`src/rtl/pc_unit.sv`:
```
// MIPS32 fetch-stage program counter: sequential step, stall, halt and branch redirect.
// Optional exception redirect to EXC_VECTOR when the PC_EXC_EN macro is defined.
module pc_unit #(
    parameter int unsigned             ADDR_W       = 32,
    parameter logic [ADDR_W-1:0]       RESET_VECTOR = 32'h00000000,
    parameter logic [ADDR_W-1:0]       EXC_VECTOR   = 32'h00000020,
    parameter int unsigned             STEP         = 4
) (
    input  logic              clk,
    input  logic              rst,
    input  logic              stall,
    input  logic              halt,
    input  logic              br_valid,
    input  logic [ADDR_W-1:0] br_target,
`ifdef PC_EXC_EN
    input  logic              exc_valid,
`endif
    output logic [ADDR_W-1:0] pc,
    output logic              ce,
    output logic [ADDR_W-1:0] link_addr,
    output logic              misalign
);

    typedef enum logic [1:0] {
        ST_OFF    = 2'd0,
        ST_RUN    = 2'd1,
        ST_HALTED = 2'd2
    } state_t;

    localparam logic [ADDR_W-1:0] STEP_INC = ADDR_W'(STEP);
    localparam logic [ADDR_W-1:0] LINK_OFF = ADDR_W'(2 * STEP);

    state_t            state_q, state_d;
    logic [ADDR_W-1:0] pc_q, pc_d;
    logic [ADDR_W-1:0] link_q, link_d;
    logic              ce_q, ce_d;
    logic              misalign_q, misalign_d;
    logic              exc_req;

`ifdef PC_EXC_EN
    assign exc_req = exc_valid;
`else
    assign exc_req = 1'b0;
`endif

    // Next-state and next-pc selection; outputs are all derived from the
    // registered next values so nothing from the inputs reaches a port directly.
    always_comb begin
        state_d    = state_q;
        pc_d       = pc_q;
        misalign_d = 1'b0;

        unique case (state_q)
            ST_OFF: begin
                state_d = ST_RUN;
            end
            ST_RUN: begin
                if (exc_req) begin
`ifdef PC_EXC_EN
                    pc_d = EXC_VECTOR;
`endif
                end else if (stall) begin
                    pc_d = pc_q;
                end else if (br_valid) begin
                    pc_d       = {br_target[ADDR_W-1:2], 2'b00};
                    misalign_d = |br_target[1:0];
                end else if (halt) begin
                    state_d = ST_HALTED;
                end else begin
                    pc_d = pc_q + STEP_INC;
                end
            end
            ST_HALTED: begin
                if (exc_req) begin
`ifdef PC_EXC_EN
                    pc_d = EXC_VECTOR;
`endif
                    state_d = ST_RUN;
                end else if (!halt) begin
                    state_d = ST_RUN;
                end
            end
            default: begin
                state_d = ST_OFF;
            end
        endcase

        ce_d   = (state_d == ST_RUN);
        link_d = pc_d + LINK_OFF;
    end

    always_ff @(posedge clk or negedge rst) begin
        if (!rst) begin
            state_q    <= ST_OFF;
            pc_q       <= RESET_VECTOR;
            link_q     <= RESET_VECTOR + LINK_OFF;
            ce_q       <= 1'b0;
            misalign_q <= 1'b0;
        end else begin
            state_q    <= state_d;
            pc_q       <= pc_d;
            link_q     <= link_d;
            ce_q       <= ce_d;
            misalign_q <= misalign_d;
        end
    end

    assign pc        = pc_q;
    assign ce        = ce_q;
    assign link_addr = link_q;
    assign misalign  = misalign_q;

endmodule

```
`config.mk`:
```
export PLATFORM = sky130hd
export DESIGN_NAME = pc_unit
export DESIGN_NICKNAME = d
export VERILOG_FILES = /design/src/rtl/pc_unit.sv
export SDC_FILE = /design/constraint.sdc
export NUM_CORES = 1
export LEC_CHECK = 0
export BUFFER_PORTS_ARGS = -buffer_cell sky130_fd_sc_hd__buf_2
export CAP_MARGIN = 20
export CORE_UTILIZATION = 55
export DETAILED_ROUTE_END_ITERATION = 6
export PLACE_DENSITY = 0.91
export SYNTH_ARGS = -nofsm -noshare
export SYNTH_HDL_FRONTEND = slang
export SYNTH_SLANG_ARGS = --single-unit
```
`constraint.sdc`:
```
create_clock -name clk -period 4.65 [get_ports clk]
set_clock_uncertainty 0.2 [all_clocks]
set_input_delay 0.2325 -clock clk [delete_from_list [all_inputs] [get_ports clk]]
set_output_delay 0.2325 -clock clk [all_outputs]
set_load 0.005 [all_outputs]
```
* Yosys cells after proc, flatten, opt, wreduce, memory -nomap -nowiden
Index checks and enable logic that the tools add are counted.
** Cells by class
- Add/subtract/negate cells :: 2
- Muxes and demuxes :: 12
- Reductions and logical operators :: 2
- Equal/unequal tests :: 3
** Operators by type and width (number)
- 32-bit 2-to-1 mux :: 4
- 32-bit by 3-bit adder with 32-bit output, second input constant :: 1
- 32-bit by 4-bit adder with 32-bit output, second input constant :: 1
- 2-bit 2-to-1 mux :: 4
- 2-bit one-hot mux with 3 select lines :: 1
- 2-bit by 1-bit == test with 1-bit output, second input constant :: 2
- 1-bit 2-to-1 mux :: 3
- 2-bit == test, second input constant :: 1
- 2-bit logical NOT :: 1
- 2-bit OR reduction :: 1
** Storage, ports and cells
- Flip-flop bits (word level) :: 68

* Depth between registers and ports, before layout
Gate-level depths: netlist of the first run.
- Word-level depth :: 6
- Depth in mapped cells :: 12
- Depth with buffers taken out :: 11

* Least setup slack after synthesis of the first run
No wires, ideal clock.
- Path type :: reg-to-reg
- From :: register pc_q[8] (netlist: pc[8])
- To :: register link_q[28] (netlist: link_addr[28])
- Data arrival time :: 2.553 ns
- Path buffers :: 2
- Library setup time :: 0.128 ns
- Data required time :: 4.322 ns
- Stages on the path, launching flop included :: 11
- Setup slack :: 1.769 ns
- Period minus slack after synthesis :: 2.881 ns
- Path through :: dfrtp_1 buf_2 nand4_4 or4_1 buf_2 or3_1 a31oi_2 nor4_4 nand3_2 and4bb_1 xor2_1
** Between the ends
- Word-level cells in the longest chain between the ends :: 6
** RTL lines
- from (decl) :: RTL line 34 : logic [ADDR_W-1:0] pc_q, pc_d;
- from (signal assigned) :: RTL line 101 : pc_q <= pc_d;
- 32-bit by 3-bit adder with 32-bit output :: RTL line 70 : pc_d = pc_q + STEP_INC;
- 32-bit 2-to-1 mux :: RTL line 67 : end else if (halt) begin
- 32-bit 2-to-1 mux :: RTL line 64 : end else if (br_valid) begin
- 32-bit 2-to-1 mux :: RTL line 62 : end else if (stall) begin
- 32-bit 2-to-1 mux * :: RTL line 53 : unique case (state_q)
- 32-bit by 4-bit adder with 32-bit output * :: RTL line 89 : link_d = pc_d + LINK_OFF;
- via link_d[28] :: RTL line 35 : logic [ADDR_W-1:0] link_q, link_d;
- to (signal assigned) :: RTL line 96 : link_q <= RESET_VECTOR + LINK_OFF;
- to (signal assigned) :: RTL line 102 : link_q <= link_d;
- to (decl) :: RTL line 35
The timed path passes the listed nets; every way through them passes the cells marked *.

* Final worst setup path of the first run
- From :: register state_q[1]
- To :: register link_q[31] (netlist: link_addr[31])
** Between the ends
- Word-level cells in the longest chain between the ends :: 3
** RTL lines
- from (decl) :: RTL line 33 : state_t state_q, state_d;
- from (signal assigned) :: RTL line 100 : state_q <= state_d;
- 2-bit by 1-bit == test with 1-bit output :: RTL line 53
- 32-bit 2-to-1 mux :: RTL line 53
- 32-bit by 4-bit adder with 32-bit output :: RTL line 89
- via link_d[31] :: RTL line 35
The timed path passes the listed nets, and every way through them passes these cells.

==> results of run 1 <==
==> critical path, delay by kind of cell (launching register included) <==
| family | cells | cell delay, ns |
|---|---|---|
| AOI/OAI and AO/OA | 2 | 0.49 |
| xor gates and xnor gates | 1 | 0.20 |
| buffers and inverters | 1 | 0.39 |
| DFF | 1 | 0.46 |
| and+or+nand+nor | 4 | 1.66 |
==> worst max path at each step <==
stage                                    endpoint  cells after the start                 start
final                     link_addr[31]$_DFF_PN0_                      8  state_q[1]$_DFF_PN0_
after floorplan           link_addr[28]$_DFF_PN0_                     10       pc[8]$_DFF_PN0_
after global placement    link_addr[31]$_DFF_PN0_                      8  state_q[1]$_DFF_PN0_
after CTS                 link_addr[31]$_DFF_PN0_                      8  state_q[1]$_DFF_PN0_
after detailed placement  link_addr[31]$_DFF_PN0_                      8  state_q[1]$_DFF_PN0_
after global routing      link_addr[31]$_DFF_PN0_                      9  state_q[0]$_DFF_PN0_
==> registers in the layout (all words and copies together), names as in the netlist <==
| name | count |
|---|---|
| misalign | 1 |
| link_addr | 30 |
| state_q | 2 |
| ce | 1 |
| pc | 29 |
==> per-stage QoR <==
| step | util [%] | total power, uW | hold WS (ns) |
|---|---|---|---|
| after floorplan | - | 1110 | -0.263 |
| after global placement | 64.0 | 1320 | 0.226 |
| after detailed placement | 64.0 | 1340 | 0.251 |
| after CTS | 67.4 | 1820 | 0.0106 |
| after global routing | 67.4 | 1910 | 0.0440 |
| final | 67.4 | 1820 | 0.0213 |
==> synthesized netlist by cell type, drive strengths merged, types with 3 or more instances <==
cell / n
dfrtp: 62
nor2: 36
nand2: 35
nand3: 21
inv: 19
nor3: 18
xnor2: 18
buf: 17
nor4: 17
nand4: 15
clkbuf: 11
o21ai: 11
a21oi: 10
xor2: 9
and3: 7
mux2i: 7
o22ai: 6
and2: 5
nand4b: 5
a22oi: 4
a311o: 4
a31oi: 4
and4: 4
and4b: 4
nand2b: 4
nor2b: 4
or3: 4
a211oi: 3
a22o: 3
mux2: 3
or2: 3
==> final cells by class <==
| cell class | count | share of cell area, % |
|---|---|---|
| clock buffers | 10 | 2.80 |
| clock inverters | 6 | 1.35 |
| inverters | 20 | 1.65 |
| multi-input cells | 301 | 45.2 |
| flip-flops and latches | 63 | 34.7 |
| well taps | 80 | 2.20 |
| repair buffers | 105 | 12.1 |
==> logic make-up after synthesis <==
kind of cell / count (synthesis)
and+or+nand+nor: 193
xor gates and xnor gates: 27
muxes: 10
other: 1
adders and majority gates: 2
buffers and inverters: 48
DFF: 63
AOI/OAI and AO/OA: 65
==> layer usage <==
metal  track usage (%)  up-vias  share of wire [%]
met2              46.5      189                 47
li1                  -     1682                  -
met1              40.2     1731                 43
met5                 0        -                  0
met4              11.7        0                2.6
met3              6.74       27                7.2
==> power groups by stage <==
stage / clock [uW] / combinational, uW / sequential, uW
after floorplan: 0 / 330 / 780
after global placement: 0 / 516 / 803
after detailed placement: 0 / 531 / 809
after CTS: 479 / 537 / 800
after global routing: 501 / 592 / 818
final: 471 / 541 / 804
==> timing repair <==
item,in CTS,in global routing
hold buffers,4,0
gates resized for setup,0,0
hold endpoints to repair,64,0
==> impl_metrics.py, run 1 <==
metrics = {
    "timing": {
        "finalSetupTns_ns": 0,
        "worst_slack_ns": 1.17,
        "tightest_slew_ns": 0.964,
        "setup-violations-final": 0,
        "maxSlewHeadroom_pct": 35.7,
        "maxSlewViolCount": 0,
        "period_minus_slack_ns": 3.48,
        "hold_viol": 0,
        "max_freq_ghz": 0.287,
        "rsz0062_at_grt": "no",
        "post-route-period-util_pct": 74.9,
    },
    "die": {
        "die_h_um": 85.6,
        "start_util_pct": 56.9,
        "io_pins": 103,
        "core_area_um2": 6760,
        "die_area_um2": 7330,
        "row_count": 30,
        "die_w_um": 85.6,
    },
    "setup_path": {
        "critPathKind": "flop to flop",
        "worstRegToRegCells": 8,
        "worst_path_max_delay_cell": "nor3b_4",
        "cp.arrival_ns": 3.55,
        "startpoint_type": "flop",
        "r2r_slack_ns": 1.17,
        "worstPathRequired_ns": 4.72,
        "critPathMaxFanout": 25,
        "r2r_end": "link_addr[31]$_DFF_PN0_",
        "timing.rr.start": "state_q[1]$_DFF_PN0_",
        "max_stage_delay_ns": 0.70,
        "path_cells": "nor3b_4 -> buf_4 -> o21ai_0 -> a211o_1 -> nor4_4 -> nand4_1 -> nor3_1 -> xor2_1",
        "endpoint_kind": "flop",
    },
    "clocking": {
        "clkTransAtPathRegs_ns": 0.07,
        "htree_levels": 3,
        "root_buffer": "clkbuf_8",
        "post_cts_buffers": 0,
        "numClockSinks": 63,
        "cts_made_buffers": 9,
        "clk_latency_ns": 0.35,
        "cts_buffer_depth": 2,
        "cts_tree": "built",
    },
    "layout": {
        "regArea_um2": 1580,
        "design_area_um2": 4550,
        "syn_to_final_growth_pct": 18.4,
        "antenna-diode-count": 0,
        "instances_no_fill": 585,
        "fillerInstances": 542,
        "drive_gt1_share_pct": 29.1,
        "multi_input_area_um2": 2060,
        "final_cell_mix": "buf_2 (98), dfrtp_1 (62), nor2_1 (35)",
        "nNetsFinal": 539,
        "final_common_cell": "buf_2",
    },
    "synth": {
        "synthMuxAreaShare_pct": 2.70,
        "synth_top_family_by_area": "simple AND/OR/NAND/NOR gates",
        "synth_xor_area_share_pct": 6.15,
        "postSynth.asyncResetShare_pct": 100,
        "synth.largest_area_cell": "dfrtp_1",
        "ys_seq_area_share_pct": 41.0,
        "ys.flop_type": "dfrtp_1",
        "synth_area_leaders": "dfrtp_1 (40%), xnor2_1 (4.1%), nor2_1 (3.4%)",
        "ys_ff_latch": 63,
        "syn_area_per_cell_um2": 9.40,
        "syn_area_um2": 3850,
        "syn_inst": 409,
        "yosys.area.top_type_share_pct": 40.3,
        "synth-compound-area-share_pct": 12.9,
        "synth.distinct_cells": 78,
        "synth-edff-count": 0,
        "ys_warn_count": 0,
        "synthSimpleGateAreaFrac_pct": 30.7,
        "synth_fa_ha_area_share_pct": 0.651,
    },
    "route": {
        "wl_per_cell_um": 18.1,
        "drc": 0,
        "drt_iter0_drc": 334,
        "via_per_inst": 6.20,
        "vias": 3629,
        "routed_wirelength_um": 10600,
        "ant_nets": 0,
        "dr.pass1.iters": 6,
    },
    "hold_path": {
        "holdPathEnd": "pc[31]$_DFF_PN0_",
        "hold_path_depth": 3,
        "hp-class": "input port to flop",
        "hold_start": "br_target[31]",
    },
    "pwr": {
        "leakage_uw": 0.00202,
        "clockPowerShare_pct": 25.9,
        "p_int_uw": 1150,
        "power_frac_seq_pct": 44.3,
        "p_sw_share_pct": 36.8,
        "pwr-share-comb_pct": 29.8,
        "peakVddDrop_uv": 340,
        "p_per_area_nw_per_um2": 399,
        "switchingPower_uw": 669,
    },
    "place": {
        "place.gp.congestion": 0.926,
        "postPlaceCellArea_um2": 4320,
        "dp.cells": 565,
        "pre_cts_slack_ns": 1.22,
        "dp_hpwl_um": 7510,
        "io_buffers": 98,
    },
    "global_routing": {
        "grt_pass1_wl_um": 16900,
        "grt_overflow": 0,
        "antenna_found_initial": 0,
        "grt_max_degree": 64,
        "grt_usage_pct": 29.7,
        "grt_pass1_vias": 3452,
    },
    "run": {
        "drv_cap": 0,
    },
    "status": {
        "status": "finished, final reports clean",
    },
}
Power figures use the tool's default switching activity.
==> run 2, diff against run 1 <==
--- a/config.mk
+++ b/config.mk
@@ -7,9 +7,9 @@
 export LEC_CHECK = 0
 export BUFFER_PORTS_ARGS = -buffer_cell sky130_fd_sc_hd__buf_2
 export CAP_MARGIN = 20
-export CORE_UTILIZATION = 55
+export CORE_UTILIZATION = 53
 export DETAILED_ROUTE_END_ITERATION = 6
-export PLACE_DENSITY = 0.91
+export PLACE_DENSITY = 0.88
 export SYNTH_ARGS = -nofsm -noshare
 export SYNTH_HDL_FRONTEND = slang
 export SYNTH_SLANG_ARGS = --single-unit
==> constraint.sdc (replaced) <==
create_clock -name clk -period 3.7 [get_ports clk]
set_clock_uncertainty 0.2 [all_clocks]
set_input_delay 0.185 -clock clk [delete_from_list [all_inputs] [get_ports clk]]
set_output_delay 0.185 -clock clk [all_outputs]
set_load 0.005 [all_outputs]
==> run 2 against run 1 <==
Via count up 4.9%. Design area up 4.9%. Utilization up 1.8 points. Total power up 28%. Critical path type unchanged. Clock power up 28%. Combinational power up 35%. Critical path depth unchanged. Global-route usage up 0.99 points. Worst setup slack worse by 1.0 ns. Maximum frequency down 2.8%. Sequential power up 23%.
==> impl_metrics.py, run 2 (same netlist as run 1, synthesis figures left out) <==
metrics = {
    "global_routing": {
        "grt_max_degree": 34,
        "antenna_found_initial": 0,
        "grt_pass1_vias": 3578,
        "grt_usage_pct": 30.7,
        "grt_overflow": 0,
        "grt_pass1_wl_um": 17500,
    },
    "route": {
        "wl_per_cell_um": 17.8,
        "met2_wirelength_um": 5240,
        "drt_iter0_drc": 341,
        "dr.max_layer_used": "met4",
        "drc": 0,
        "wl_met1_um": 4390,
        "routed_wirelength_um": 11100,
        "dr.pass1.iters": 5,
        "via_per_inst": 6.10,
        "routed-wl-met3_um": 964,
        "vias": 3808,
        "ant_nets": 0,
    },
    "die": {
        "row_count": 30,
        "die_h_um": 87.2,
        "die_w_um": 87.2,
        "die_area_um2": 7600,
        "core_area_um2": 6910,
        "io_pins": 103,
        "start_util_pct": 55.7,
    },
    "setup_path": {
        "worstPathRequired_ns": 3.77,
        "startpoint_type": "flop",
        "critPathKind": "flop to flop",
        "max_stage_delay_ns": 0.68,
        "endpoint_kind": "flop",
        "crit_buf_inv": 0,
        "path_cells": "or3b_2 -> or4b_1 -> nand3_1 -> o21ai_1 -> nor4_4 -> nand4_1 -> nor3_1 -> xor2_1",
        "worst_path_max_delay_cell": "or3b_2",
        "critPathMaxFanout": 20,
        "cp.arrival_ns": 3.65,
        "critPathTopFamily": "simple AND/OR/NAND/NOR gates",
    },
    "timing": {
        "rsz0062_at_grt": "no",
        "maxSlewViolCount": 0,
        "period_minus_slack_ns": 3.58,
        "tightest_slew_ns": 0.848,
        "maxSlewHeadroom_pct": 43.3,
        "hold_viol": 0,
        "setup-violations-final": 0,
        "post-route-period-util_pct": 96.8,
        "max_freq_ghz": 0.279,
        "finalSetupTns_ns": 0,
    },
    "layout": {
        "syn_to_final_growth_pct": 24.2,
        "nNetsFinal": 562,
        "largest_register_ff_count": 30,
        "design_area_um2": 4780,
        "antenna-diode-count": 0,
        "final_cell_mix": "buf_2 (98), dfrtp_1 (62), nor2_1 (35)",
        "final_common_cell": "buf_2",
        "drive_gt1_share_pct": 31.4,
    },
    "status": {
        "status": "finished, final reports clean",
    },
    "clocking": {
        "numClockSinks": 63,
        "clkTransAtPathRegs_ns": 0.07,
        "root_buffer": "clkbuf_8",
        "cts_tree": "built",
        "clk_latency_ns": 0.36,
        "cts_buffer_depth": 2,
        "htree_levels": 3,
        "cts_made_buffers": 9,
    },
    "pwr": {
        "peakVddDrop_uv": 363,
        "leakage_uw": 0.00212,
        "p_per_area_nw_per_um2": 486,
    },
    "run": {
        "drv_cap": 0,
    },
    "place": {
        "place.gp.congestion": 0.995,
        "postPlaceCellArea_um2": 4440,
        "io_buffers": 98,
        "dp_hpwl_um": 7960,
    },
    "hold_path": {
        "hp-class": "input port to flop",
    },
}
-- run 2: path summary, 6_finish.rpt --
check	startpoint	endpoint	slack [ns]	depth (start not counted)
max	state_q[1]$_DFF_PN0_	link_addr[31]$_DFF_PN0_	0.12	8
min	br_target[26]	pc[26]$_DFF_PN0_	0.02	2
max reg2reg	state_q[1]$_DFF_PN0_	link_addr[31]$_DFF_PN0_	0.12	8
min reg2reg	state_q[0]$_DFF_PN0_	ce$_DFF_PN0_	0.38	1
max in group asynchronous	rst	link_addr[3]$_DFF_PN1_	2.16	3
min in group asynchronous	rst	link_addr[6]$_DFF_PN0_	0.22	2
-- run 2: metal layers --
| metal | global-route usage (%) | up-vias |
|---|---|---|
| li1 | - | 1712 |
| met5 | 0 | - |
| met4 | 17.1 | 0 |
| met1 | 39.0 | 1794 |
| met2 | 48.5 | 246 |
| met3 | 7.20 | 56 |
-- run 2: repair_timing --
action | 4_1_cts | 5_1_grt
resized for setup | 0 | 2
hold endpoints to repair | 41 | 0
buffers inserted | 0 | 3
hold buffers | 11 | 0
setup endpoints to repair | 0 | 1
-- run 2: report_power, final --
group / leakage (uW) / internal (uW) / switching [uW]
combinational: 0.00128 / 319 / 410
clock: 0.0000981 / 325 / 280
sequential: 0.000750 / 839 / 148
total: 0.00212 / 1480 / 838
-- run 2: through the flow --
stage / hold WS (ns) / utilization (%) / setup slack, ns / instances / total power (uW)
after global routing: 0.00132 / 69.2 / 0.0299 / 624 / 2440
after floorplan: -0.311 / - / 0.819 / 412 / 1390
after detailed placement: 0.0839 / 64.3 / 0.303 / 594 / 1700
final: 0.0225 / 69.2 / 0.119 / 624 / 2320
after global placement: 0.0684 / 64.3 / 0.397 / 594 / 1680
after CTS: 0.00230 / 68.8 / 0.115 / 621 / 2310
-- run 2: cell type report --
| cell class | instances | area, um^2 |
|---|---|---|
| Clock buffer | 10 | 138 |
| Clock inverter | 6 | 60.1 |
| Fill cell | 578 | 2130 |
| Tap cell | 96 | 120 |
| Multi-Input combinational cell | 301 | 2060 |
| Timing Repair Buffer | 128 | 743 |
| Sequential cell | 63 | 1580 |
| Inverter | 20 | 75.1 |
==> run 3, diff against run 2 <==
--- a/config.mk
+++ b/config.mk
@@ -7,9 +7,10 @@
 export LEC_CHECK = 0
 export BUFFER_PORTS_ARGS = -buffer_cell sky130_fd_sc_hd__buf_2
 export CAP_MARGIN = 20
-export CORE_UTILIZATION = 53
+export CORE_MARGIN = 3
+export CORE_UTILIZATION = 55
 export DETAILED_ROUTE_END_ITERATION = 6
-export PLACE_DENSITY = 0.88
+export PLACE_DENSITY = 0.91
 export SYNTH_ARGS = -nofsm -noshare
 export SYNTH_HDL_FRONTEND = slang
 export SYNTH_SLANG_ARGS = --single-unit
==> constraint.sdc (replaced) <==
create_clock -name clk -period 4.3 [get_ports clk]
set_clock_uncertainty 0.2 [all_clocks]
set_input_delay 0.215 -clock clk [delete_from_list [all_inputs] [get_ports clk]]
set_output_delay 0.215 -clock clk [all_outputs]
set_load 0.005 [all_outputs]
==> run 3 against run 2 <==
Clock power fell by 15%. Utilization is 0.79 points higher. Wire length is 4.4% lower. Largest power group unchanged. Worst setup slack better by 0.76 ns. Critical path type unchanged. Largest cell class unchanged. Hold slack worse by 0.0068 ns.
==> impl_metrics.py, run 3 (same netlist as run 1, synthesis figures left out) <==
metrics = {
    "setup_path": {
        "worstRegToRegCells": 8,
        "r2r_slack_ns": 0.88,
        "path_cells": "or3b_1 -> nor3_1 -> a211oi_1 -> a311o_1 -> nor4_2 -> nand3_1 -> nor3_1 -> xor2_1",
        "r2r_end": "link_addr[26]$_DFF_PN0_",
        "crit_start": "state_q[1]$_DFF_PN0_",
        "cp.arrival_ns": 3.48,
        "cp_common_cell": "nor3_1",
        "endpoint_kind": "flop",
        "worst_path_max_delay_cell": "or3b_1",
        "max_stage_delay_ns": 0.74,
        "startpoint_type": "flop",
        "crit_buf_inv": 0,
        "critPathKind": "flop to flop",
        "critPathTopFamily": "simple AND/OR/NAND/NOR gates",
        "critPathMaxFanout": 26,
        "worstPathRequired_ns": 4.36,
        "timing.rr.start": "state_q[1]$_DFF_PN0_",
    },
    "die": {
        "start_util_pct": 58.6,
        "die_area_um2": 8030,
        "die_w_um": 89.6,
        "row_count": 29,
        "die_h_um": 89.6,
        "core_area_um2": 6570,
        "io_pins": 103,
    },
    "clocking": {
        "root_buffer": "clkbuf_8",
        "clk_latency_ns": 0.35,
        "cts_buffer_depth": 2,
        "cts_tree": "built",
        "numClockSinks": 63,
        "ctsHoldBuffers": 4,
        "post_cts_buffers": 0,
        "htree_levels": 3,
        "cts_made_buffers": 9,
        "cts-resized-gates": 0,
        "clkTransAtPathRegs_ns": 0.08,
    },
    "route": {
        "dr.pass1.iters": 5,
        "via_per_inst": 6.09,
        "vias": 3656,
        "ant_nets": 0,
        "drt_iter0_drc": 406,
        "drc": 0,
        "routed_wirelength_um": 10600,
        "wl_per_cell_um": 17.6,
    },
    "hold_path": {
        "holdPathEnd": "link_addr[2]$_DFFE_PN0P_",
        "hold_start": "br_target[2]",
        "hold_path_depth": 3,
        "hp-class": "input port to flop",
    },
    "timing": {
        "tightest_slew_ns": 0.938,
        "post-route-period-util_pct": 79.6,
        "rsz0062_at_grt": "no",
        "hold_viol": 0,
        "maxSlewHeadroom_pct": 37.4,
        "period_minus_slack_ns": 3.42,
        "finalSetupTns_ns": 0,
        "setup-violations-final": 0,
        "maxSlewViolCount": 0,
        "worst_slack_ns": 0.875,
        "max_freq_ghz": 0.292,
    },
    "place": {
        "io_buffers": 98,
        "place.gp.congestion": 0.930,
        "dp_hpwl_um": 7690,
        "pre_cts_slack_ns": 0.941,
    },
    "run": {
        "drv_cap": 0,
    },
    "layout": {
        "syn_to_final_growth_pct": 19.5,
        "final_cell_mix": "buf_2 (98), dfrtp_1 (62), nor2_1 (35)",
        "antenna-diode-count": 0,
        "largest_register_ff_count": 30,
        "fillerInstances": 510,
        "final_common_cell": "buf_2",
        "multi_input_area_um2": 2060,
        "drive_gt1_share_pct": 29.4,
        "nNetsFinal": 541,
        "regArea_um2": 1580,
    },
    "global_routing": {
        "grt_max_degree": 64,
        "grt_use_met3_pct": 5.20,
        "grt_pass1_wl_um": 16800,
        "grt_pass1_vias": 3374,
        "grt_use_met1_pct": 39.0,
        "antenna_found_initial": 0,
        "grt_usage_pct": 27.7,
        "grt_overflow": 0,
        "globalRouteMet2Util_pct": 42.4,
        "gr-max-usage-layer": "met2",
    },
    "pwr": {
        "peakVddDrop_uv": 266,
        "p_per_area_nw_per_um2": 430,
        "leakage_uw": 0.00202,
    },
    "status": {
        "status": "finished, final reports clean",
    },
}
run 3: changes by cell type in the layout (fill, tap and decap cells not counted):
cell | before | now
or3b_1 | 0 | 1
dlygate4sd3_1 | 11 | 4
clkinvlp_4 | 2 | 3
clkbuf_1 | 0 | 1
or3b_2 | 1 | 0
o31ai_1 | 0 | 1
clkinv_2 | 3 | 1
buf_4 | 19 | 5
o31ai_2 | 1 | 0
run 3: cell type report:
class,instances,share of cell area (%)
Clock inverter,5,1.25
Clock buffer,11,3.08
Sequential cell,63,34.3
Inverter,20,1.63
Multi-Input combinational cell,301,44.8
Timing Repair Buffer,107,12.4
Tap cell,93,2.53
run 3: worst register-to-register path, stage by stage, from the launching register on:
cell      delay (ns)
dfrtp_1         0.46
or3b_1          0.74
nor3_1          0.28
a211oi_1        0.11
a311o_1         0.42
nor4_2          0.45
nand3_1         0.20
nor3_1          0.26
xor2_1          0.22
run 3: worst max-delay path by stage:
stage	endpoint	slack (ns)	cells after the start
2_1_floorplan	link_addr[28]$_DFF_PN0_	1.42	10
3_3_place_gp	link_addr[30]$_DFF_PN0_	1.04	7
3_5_place_dp	link_addr[31]$_DFF_PN0_	0.94	8
4_1_cts	link_addr[26]$_DFF_PN0_	0.93	8
5_1_grt	link_addr[26]$_DFF_PN0_	0.68	9
6_report	link_addr[26]$_DFF_PN0_	0.88	8
run 3: through the flow:
step / total power [uW] / util [%] / instance area, um^2 / hold WS (ns) / instances
finish: 1980 / 70.0 / 4590 / 0.0157 / 600
floorplan: 1200 / - / 3860 / -0.281 / 412
global placement: 1440 / 66.3 / 4360 / 0.221 / 580
global route: 2090 / 70.0 / 4590 / 0.0313 / 600
detailed placement: 1450 / 66.3 / 4360 / 0.236 / 580
CTS: 1980 / 70.0 / 4590 / 0.00539 / 600
run 3: layer usage:
layer  vias to the layer above  part of all wire (%)
li1                       1674                     -
met1                      1728                    41
met2                       225                    47
met3                        29                    10
met4                         0                   2.1
met5                         -                     0
run 3: power breakdown:
part           leakage, uW  internal [uW]  switching, uW
sequential        0.000750            722            148
combinational      0.00118            256            335
clock            0.0000916            282            233
